[src/rtl/pc_branch_unit.sv]
// Program counter and branch-resolution stage: registers the ALU flags, resolves
// conditional branches, calls and returns, and drives the fetch address.
module pc_branch_unit #(
    parameter int PC_W        = 10,
    parameter int LUT_DEPTH   = 16,
    parameter int STACK_DEPTH = 4,
    localparam int IDX_W      = $clog2(LUT_DEPTH),
    localparam int SP_W       = $clog2(STACK_DEPTH + 1),
    localparam int STK_IDX_W  = $clog2(STACK_DEPTH)
) (
    input  logic             clk,
    input  logic             rst_n,
    input  logic             start,
    input  logic             halt_in,
    input  logic             stall,
    input  logic             flag_we,
    input  logic             z_in,
    input  logic             c_in,
    input  logic             n_in,
    input  logic             v_in,
    input  logic             br_en,
    input  logic [2:0]       br_cond,
    input  logic [IDX_W-1:0] br_idx,
    input  logic             call,
    input  logic             ret,
    input  logic             lut_we,
    input  logic [IDX_W-1:0] lut_waddr,
    input  logic [PC_W-1:0]  lut_wdata,
    output logic [PC_W-1:0]  pc,
    output logic             running,
    output logic             done,
    output logic             taken,
    output logic             z_q,
    output logic             c_q,
    output logic             n_q,
    output logic             v_q,
    output logic             stack_err
);

    typedef enum logic [1:0] {
        ST_IDLE,
        ST_RUN,
        ST_DONE
    } state_t;

    state_t          state;
    logic [PC_W-1:0] lut   [LUT_DEPTH];
    logic [PC_W-1:0] stack [STACK_DEPTH];
    logic [SP_W-1:0] sp;

    logic [PC_W-1:0] pc_inc;
    logic [PC_W-1:0] br_target;
    logic [PC_W-1:0] stack_top;
    logic            stack_empty;
    logic            stack_full;
    logic            active;
    logic            cond_true;
    logic            do_ret;
    logic            do_call;
    logic            push_en;

    assign running     = (state == ST_RUN);
    assign done        = (state == ST_DONE);
    assign active      = running && !stall;
    assign pc_inc      = pc + PC_W'(1);
    assign br_target   = lut[br_idx];
    assign stack_empty = (sp == '0);
    assign stack_full  = (sp == SP_W'(STACK_DEPTH));
    assign stack_top   = stack[STK_IDX_W'(sp - SP_W'(1))];

    // Priority decode: halt beats ret beats call beats branch.
    assign do_ret  = active && !halt_in && ret;
    assign do_call = active && !halt_in && !ret && call;
    assign push_en = do_call && !stack_full;

    // Condition is evaluated against the flags registered before this edge.
    always_comb begin
        // NOTE: default assignment first so no path leaves cond_true unassigned (no latch).
        cond_true = 1'b0;
        case (br_cond)
            3'b000: cond_true = 1'b1;
            3'b001: cond_true = z_q;
            3'b010: cond_true = !z_q;
            3'b011: cond_true = n_q;
            3'b100: cond_true = !n_q && !z_q;
            3'b101: cond_true = c_q;
            3'b110: cond_true = !c_q;
            3'b111: cond_true = v_q;
            default: cond_true = 1'b0;
        endcase
    end

    // NOTE: the return-stack storage carries no reset; only sp defines which entries are live.
    always_ff @(posedge clk) begin
        if (push_en) begin
            stack[STK_IDX_W'(sp)] <= pc_inc;
        end
    end

    always_ff @(posedge clk or negedge rst_n) begin
        if (!rst_n) begin
            // NOTE: sequential state uses non-blocking assignments so every register sees pre-edge values.
            state     <= ST_IDLE;
            pc        <= '0;
            z_q       <= 1'b0;
            c_q       <= 1'b0;
            n_q       <= 1'b0;
            v_q       <= 1'b0;
            taken     <= 1'b0;
            stack_err <= 1'b0;
            sp        <= '0;
            for (int i = 0; i < LUT_DEPTH; i++) begin
                lut[i] <= '0;
            end
        end else begin
            case (state)
                ST_IDLE, ST_DONE: begin
                    taken <= 1'b0;
                    if (lut_we) begin
                        lut[lut_waddr] <= lut_wdata;
                    end
                    if (start) begin
                        state     <= ST_RUN;
                        pc        <= '0;
                        z_q       <= 1'b0;
                        c_q       <= 1'b0;
                        n_q       <= 1'b0;
                        v_q       <= 1'b0;
                        stack_err <= 1'b0;
                        sp        <= '0;
                    end
                end
                ST_RUN: begin
                    if (!stall) begin
                        taken <= 1'b0;
                        if (flag_we) begin
                            z_q <= z_in;
                            c_q <= c_in;
                            n_q <= n_in;
                            v_q <= v_in;
                        end
                        if (halt_in) begin
                            state <= ST_DONE;
                        end else if (do_ret) begin
                            if (stack_empty) begin
                                stack_err <= 1'b1;
                                state     <= ST_DONE;
                            end else begin
                                pc    <= stack_top;
                                sp    <= sp - SP_W'(1);
                                taken <= 1'b1;
                            end
                        end else if (do_call) begin
                            if (stack_full) begin
                                stack_err <= 1'b1;
                                state     <= ST_DONE;
                            end else begin
                                pc    <= br_target;
                                sp    <= sp + SP_W'(1);
                                taken <= 1'b1;
                            end
                        end else if (br_en && cond_true) begin
                            pc    <= br_target;
                            taken <= 1'b1;
                        end else begin
                            pc <= pc_inc;
                        end
                    end
                end
                default: state <= ST_IDLE;
            endcase
        end
    end

endmodule

[config.mk]
export PLATFORM = sky130hd
export DESIGN_NAME = pc_branch_unit
export DESIGN_NICKNAME = d
export VERILOG_FILES = /design/src/rtl/pc_branch_unit.sv
export SDC_FILE = /design/constraint.sdc
export NUM_CORES = 1
export LEC_CHECK = 0
export BUFFER_PORTS_ARGS = -buffer_cell sky130_fd_sc_hd__buf_2
export CAP_MARGIN = 20
export CELL_PAD_IN_SITES_DETAIL_PLACEMENT = 2
export CELL_PAD_IN_SITES_GLOBAL_PLACEMENT = 2
export CORE_MARGIN = 4
export CORE_UTILIZATION = 35
export DETAILED_ROUTE_END_ITERATION = 12
export GPL_ROUTABILITY_DRIVEN = 0
export PLACE_DENSITY_LB_ADDON = 0.1
export RECOVER_POWER = 50
export SETUP_SLACK_MARGIN = 0.2
export SLEW_MARGIN = 10
export SYNTH_ARGS = -nofsm -noshare
export SYNTH_HDL_FRONTEND = slang
export SYNTH_SLANG_ARGS = --single-unit
[constraint.sdc]
create_clock -name clk -period 6.6 [get_ports clk]
set_input_delay 0.66 -clock clk [delete_from_list [all_inputs] [get_ports clk]]
set_output_delay 0.66 -clock clk [all_outputs]
set_load 0.01 [all_outputs]
[Yosys cells after proc, flatten, opt, wreduce, memory -nomap -nowiden]
Memory sizes are Yosys's and may differ from the RTL's.
Cells that the tools add are included.
Operators by class
  $add $sub $neg: 3
  magnitude comparators: 3
  equal/unequal tests: 23
  multiplexer cells: 62
  bitwise operators: 2
  reductions and logical operators: 28
Operators with widths (count)
  160-bit bitwise mux: 1
  10-bit 2-to-1 mux: 11
  10-bit binary-select mux with 4-bit select: 1
  10-bit demux with 4-bit select: 1
  1-bit 2-to-1 mux: 24
  3-bit 2-to-1 mux: 7
  10-bit one-hot mux with 2 select lines: 1
  3-bit == test, second input constant: 5
  2-bit 2-to-1 mux: 7
  7-bit AND reduction: 2
  1-bit one-hot mux with 2 select lines: 6
  10-bit by 1-bit adder with 10-bit output, second input constant: 1
  5-bit >= comparator, second input constant: 2
  4-bit inverter with 5-bit output: 2
  1-bit logical AND: 9
  2-bit inequality test, second input constant: 4
  4-bit by 2-bit inequality test with 1-bit output, second input constant: 2
  4-bit inequality test, second input constant: 2
  1-bit one-hot mux with 8 select lines: 1
  1-bit zero test: 7
  3-bit by 2-bit == test with 1-bit output, second input constant: 2
  3-bit zero test: 2
  3-bit by 1-bit inequality test with 1-bit output, second input constant: 2
  3-bit inequality test, second input constant: 2
  16 further kinds: 17
Storage, ports and cells
  bits in registers: 181
  bits in writable memories: 40
  input bits: 35
  output and inout port bits: 18
  word-level logic and storage cells: 147
  memories kept: 1
Memory list
  stack: depth 4, bits a word 10, read ports 1, clocked after memory_dff 0, wr ports 1, RTL line 48  | logic [PC_W-1:0] stack [STACK_DEPTH];

[Logic depth before layout (Yosys ltp)]
  depth in word-level cells: 10
  depth in mapped cells: 11
  mapped depth without buffers: 9

[Worst setup path before layout]
No wires, ideal clock.
  path kind: register to register
  from: reg sp[0]
  to: reg pc[2]
  setup time: 0.121 ns
  data arrival time: 2.323 ns
  data required time: 6.479 ns
  setup slack: 4.156 ns
  stages on the path, launching flop included: 9
  buffers on the path: 2
  clock period less this slack: 2.444 ns
  cell sequence: dfrtp_1 > buf_2 > inv_1 > ha_1 > clkbuf_1 > mux4_2 > o21ai_0 > o31ai_1 > a22o_1
On the way
  longest elaborated chain between the ends: 7
  elaborated cells between the ends (all ways): 12
  classes of those cells: 1 x add/sub; 3 x eq/ne; 5 x mux; 2 x reduce/logical; 1 x memory
RTL lines
  from (decl): RTL line 49  | logic [SP_W-1:0] sp;
  from (signal assigned): RTL line 150  | sp <= sp - SP_W'(1);
  from (signal assigned): RTL line 159  | sp <= sp + SP_W'(1);
  3-bit by 1-bit subtractor with 3-bit output
  memory 4 x 10 bit
  10-bit 2-to-1 mux: RTL line 145  | if (stack_empty) begin
  10-bit 2-to-1 mux: RTL line 144  | end else if (do_ret) begin
  10-bit 2-to-1 mux: RTL line 142  | if (halt_in) begin
  10-bit 2-to-1 mux: RTL line 134  | if (!stall) begin
  10-bit one-hot mux with 2 select lines: RTL line 116  | case (state)
  to (signal assigned): RTL line 149  | pc <= stack_top;
  to (signal assigned): RTL line 158  | pc <= br_target;
  to (signal assigned): RTL line 163  | pc <= br_target;
  to (decl): RTL line 29  | output logic [PC_W-1:0] pc,
Parallel ways exist; a longest one is shown, timed or not. The select of a mux whose other input is x is not followed.
A chain may end at the register's enable or synchronous reset.

[Worst setup path after layout]
  from: reg sp[0]
  to: reg pc[3]
The elaborated chain is that of the path after synthesis.

==> results.toml <==
[clocking]
ctsResizeCount = 0
postCtsSetupBuffers = 0
insertion_delay_ns = 0.53
clock_input_transition_at_the_sequential_cells_of_the_worst_setup_and_hold_paths_ns = 0.06
cts.sinks = 221
ctsRootBufferMaster = "clkbuf_16"
numCtsBuffers = 27
bufs_on_longest_clock_path = 3
tritoncts = "yes"
hold_buffers = 0
htreeDepth = 1

[floorplan]
initial_core_util_pct = 35.64
die_w_um = 179.4
fp.coreArea_mm2 = 0.02886
num_rows = 62
io_pins = 53
dieHeight_um = 179.4
design.die.area_mm2 = 0.03220

[global_routing]
grtUsageTotal_pct = 18.37
use_met1_pct = 24.67
global_route.peak_usage_layer = "met2"
largest_net_degree_at_the_start_of_global_routing = 88
first_global_vias = 7126
grt_first_pass_wirelength_um = 46000
grt_antenna_before_repair = 0
groute.layer.met3.usage_pct = 2.082
groute.layer.met2.usage_pct = 32.37
globalRouteOverflowTotal = 0

[sta]
timing.hold.ws_ns = 0.2262
final.period_utilization_pct = 51.52
hold_viol_final = 0
tns_ns = 0
finalSetupViolCount = 0
worst_clock_skew_ns = 0.01398
finalWorstPathRequiredPeriod_ns = 3.400
final-max-slew-violation-count = 34
unrepaired_setup_endpoints_after_global_routing = "false"
fmax_mhz = 294.1
worst_slew_margin_rel_pct = -33.41
tightestPinTransition_ns = 2.001

[synth]
synth_common_cells = "dfrtp_1 (181), mux2_2 (160), nand2_1 (52), mux4_2 (43), edfxtp_1 (40)"
netlist_area_before_placement_mm2 = 0.01029
synth.most_common_cell = "dfrtp_1"
post_synth.cell_area_avg_um2 = 15.22
distinct_cell_type_count_of_the_synthesized_netlist = 49
postSynth.topFlopCell = "dfrtp_1"
synth_area_leader_cell = "dfrtp_1"
synthesis.instances = 676
number_of_register_bits_inferred_by_synthesis = 221
synth_top_area_share_pct = 44.03
postSynthNetCount = 718
share_of_async_settable_or_async_resettable_flops_after_synthesis_pct = 81.90
yosys_warnings = 0
synth_edf_count = 40
synth_sequential_area_ratio_pct = 55.71
synth_top_cells_by_area = "dfrtp_1 (44%), mux2_2 (18%), edfxtp_1 (12%), mux4_2 (9.4%), mux4_1 (3.8%)"

[finish]
final_area_mm2 = 0.01177
layout_area_growth_over_synthesis_pct = 14.40
multiInputGateArea_mm2 = 0.004323
ff_latch_area_mm2 = 0.005731
layout-drive-gt1-share_pct = 39.47
antenna_cells = 0
final_core_utilization_pct = 40.78
layout.nets = 771
final.fill_count = 2860

[setup_path]
rr_endpoint = "pc[3]"
worst_path_largest_cell_delay_ns = 0.91
critPathMostFrequentCell = "ha_1"
rrSetupSlack_ns = 3.20
timing.critical_path.to = "pc[3]"
crit_start = "sp[0]"
worst-endpoint-required_ns = 7.05
timing.critical_path.arrival_ns = 3.85
crit_fanout = 15
cpMaxStageDelayCell = "dfrtp_1"
crit_path_start_kind = "register"
timing.setup.critical_path_class = "reg2reg"
reg2regPathDepth = 10
launch_point_of_the_worst_reg_to_reg_path = "sp[0]"
end_kind = "register"
critical_path.cell_chain = "inv_1 > ha_1 > ha_1 > nand3b_1 > a31oi_1 > buf_4 > nor3_4 > and3_1 > nand2_1 > nand4_1"

[placement]
dp.final_hpwl_um = 19010
placedInstanceArea_mm2 = 0.01090
io_buffer_count = 52

[routing]
drt_first_pass_iters = 4
route.vias.total = 6086
dr.first_iter.drc_count = 297
via_per_inst = 5.367
drc = 0
remaining_antenna_violation_count_after_routing = 0
route.detailed.wl_per_inst_um = 26.09
drt-total-wl_um = 29590

[power]
power_per_cell_area_mw_per_mm2 = 423.1
power.ir.vdd_worst_v = 0.0002417
leakage_nw = 5.015

[min_path]
worst_hold_path_type = "in2async"

[status]
status = "finished with violations"
violations = "capacitance limit, slew limit"

[flow_run]
max_cap_viol_count = 1
## flip-flops by register name, summed over array words and instances (netlist names)
signal	cells
lut	160
stack	40
pc	10
sp	3
state	2
c_q	1
n_q	1
stack_err	1
taken	1
v_q	1
z_q	1
## layout by cell type, fill, tap and decap left out, drive strengths merged, types with 7 or more instances in the layout
master / instances
dfrtp: 181
nand4: 7
ha: 7
nor2: 15
mux4: 58
inv: 10
buf: 44
nand3: 25
nand2: 52
clkbuf: 52
edfxtp: 40
mux2: 160
o21ai: 14
nor2b: 9
## kinds of logic (layout without fill, tap and decap cells)
| logic type | Yosys count | after routing | synth area share, % |
|---|---|---|---|
| adders and majority gates | 7 | 7 | 0.8514 |
| xor gates and xnor gates | 9 | 9 | 0.7664 |
| AOI/OAI and AO/OA | 41 | 41 | 2.652 |
| buffers and inverters | 43 | 117 | 2.335 |
| and+or+nand+nor | 136 | 136 | 6.824 |
| DFF | 221 | 221 | 55.71 |
| muxes | 219 | 219 | 30.86 |
## layer usage
layer  wire [um]  share of wire (%)
met4         616                2.1
met3         700                2.4
met5           0                  0
met2       15040                 51
met1       13230                 45
## cell type report
cell class / count / area share [%]
Clock inverter: 12 / 1.223
Tap cell: 384 / 4.083
Sequential cell: 221 / 48.70
Inverter: 9 / 0.2871
Timing Repair Buffer: 58 / 2.626
Clock buffer: 38 / 6.348
Multi-Input combinational cell: 412 / 36.74
## report_power, final
group	internal, W	switching [W]	total, W
Clock	0.000905	0.000576	0.00148
Sequential	0.00189	0.000337	0.00223
Combinational	0.000700	0.000569	0.00127
## critical path, delay by kind of cell (launching register included)
kind / cells / cell delay, ns
fa+ha+maj: 2 / 0.54
compound gates: 1 / 0.09
buf+inv: 2 / 0.40
flops: 1 / 0.91
simple gates: 5 / 1.38
## how the worst min path moves through the flow
stage,startpoint,slack [ns],to
4_1_cts,rst_n,0.26,lut[50]
6_report,rst_n,0.23,lut[50]
5_1_grt,rst_n,0.29,lut[50]
3_3_place_gp,lut[130],0.48,lut[130]
3_5_place_dp,lut[153],0.49,lut[153]
2_1_floorplan,rst_n,0.36,c_q
## through the flow
step / instances / power [W] / setup slack, ns
CTS: 1134 / 0.005059 / 3.102
global placement: 1083 / 0.003449 / 3.175
floorplan: 676 / 0.003063 / 4.156
detailed placement: 1084 / 0.003548 / 3.119
global route: 1134 / 0.005280 / 2.930
finish: 1134 / 0.004979 / 3.200
Power figures use the tool's default switching activity.
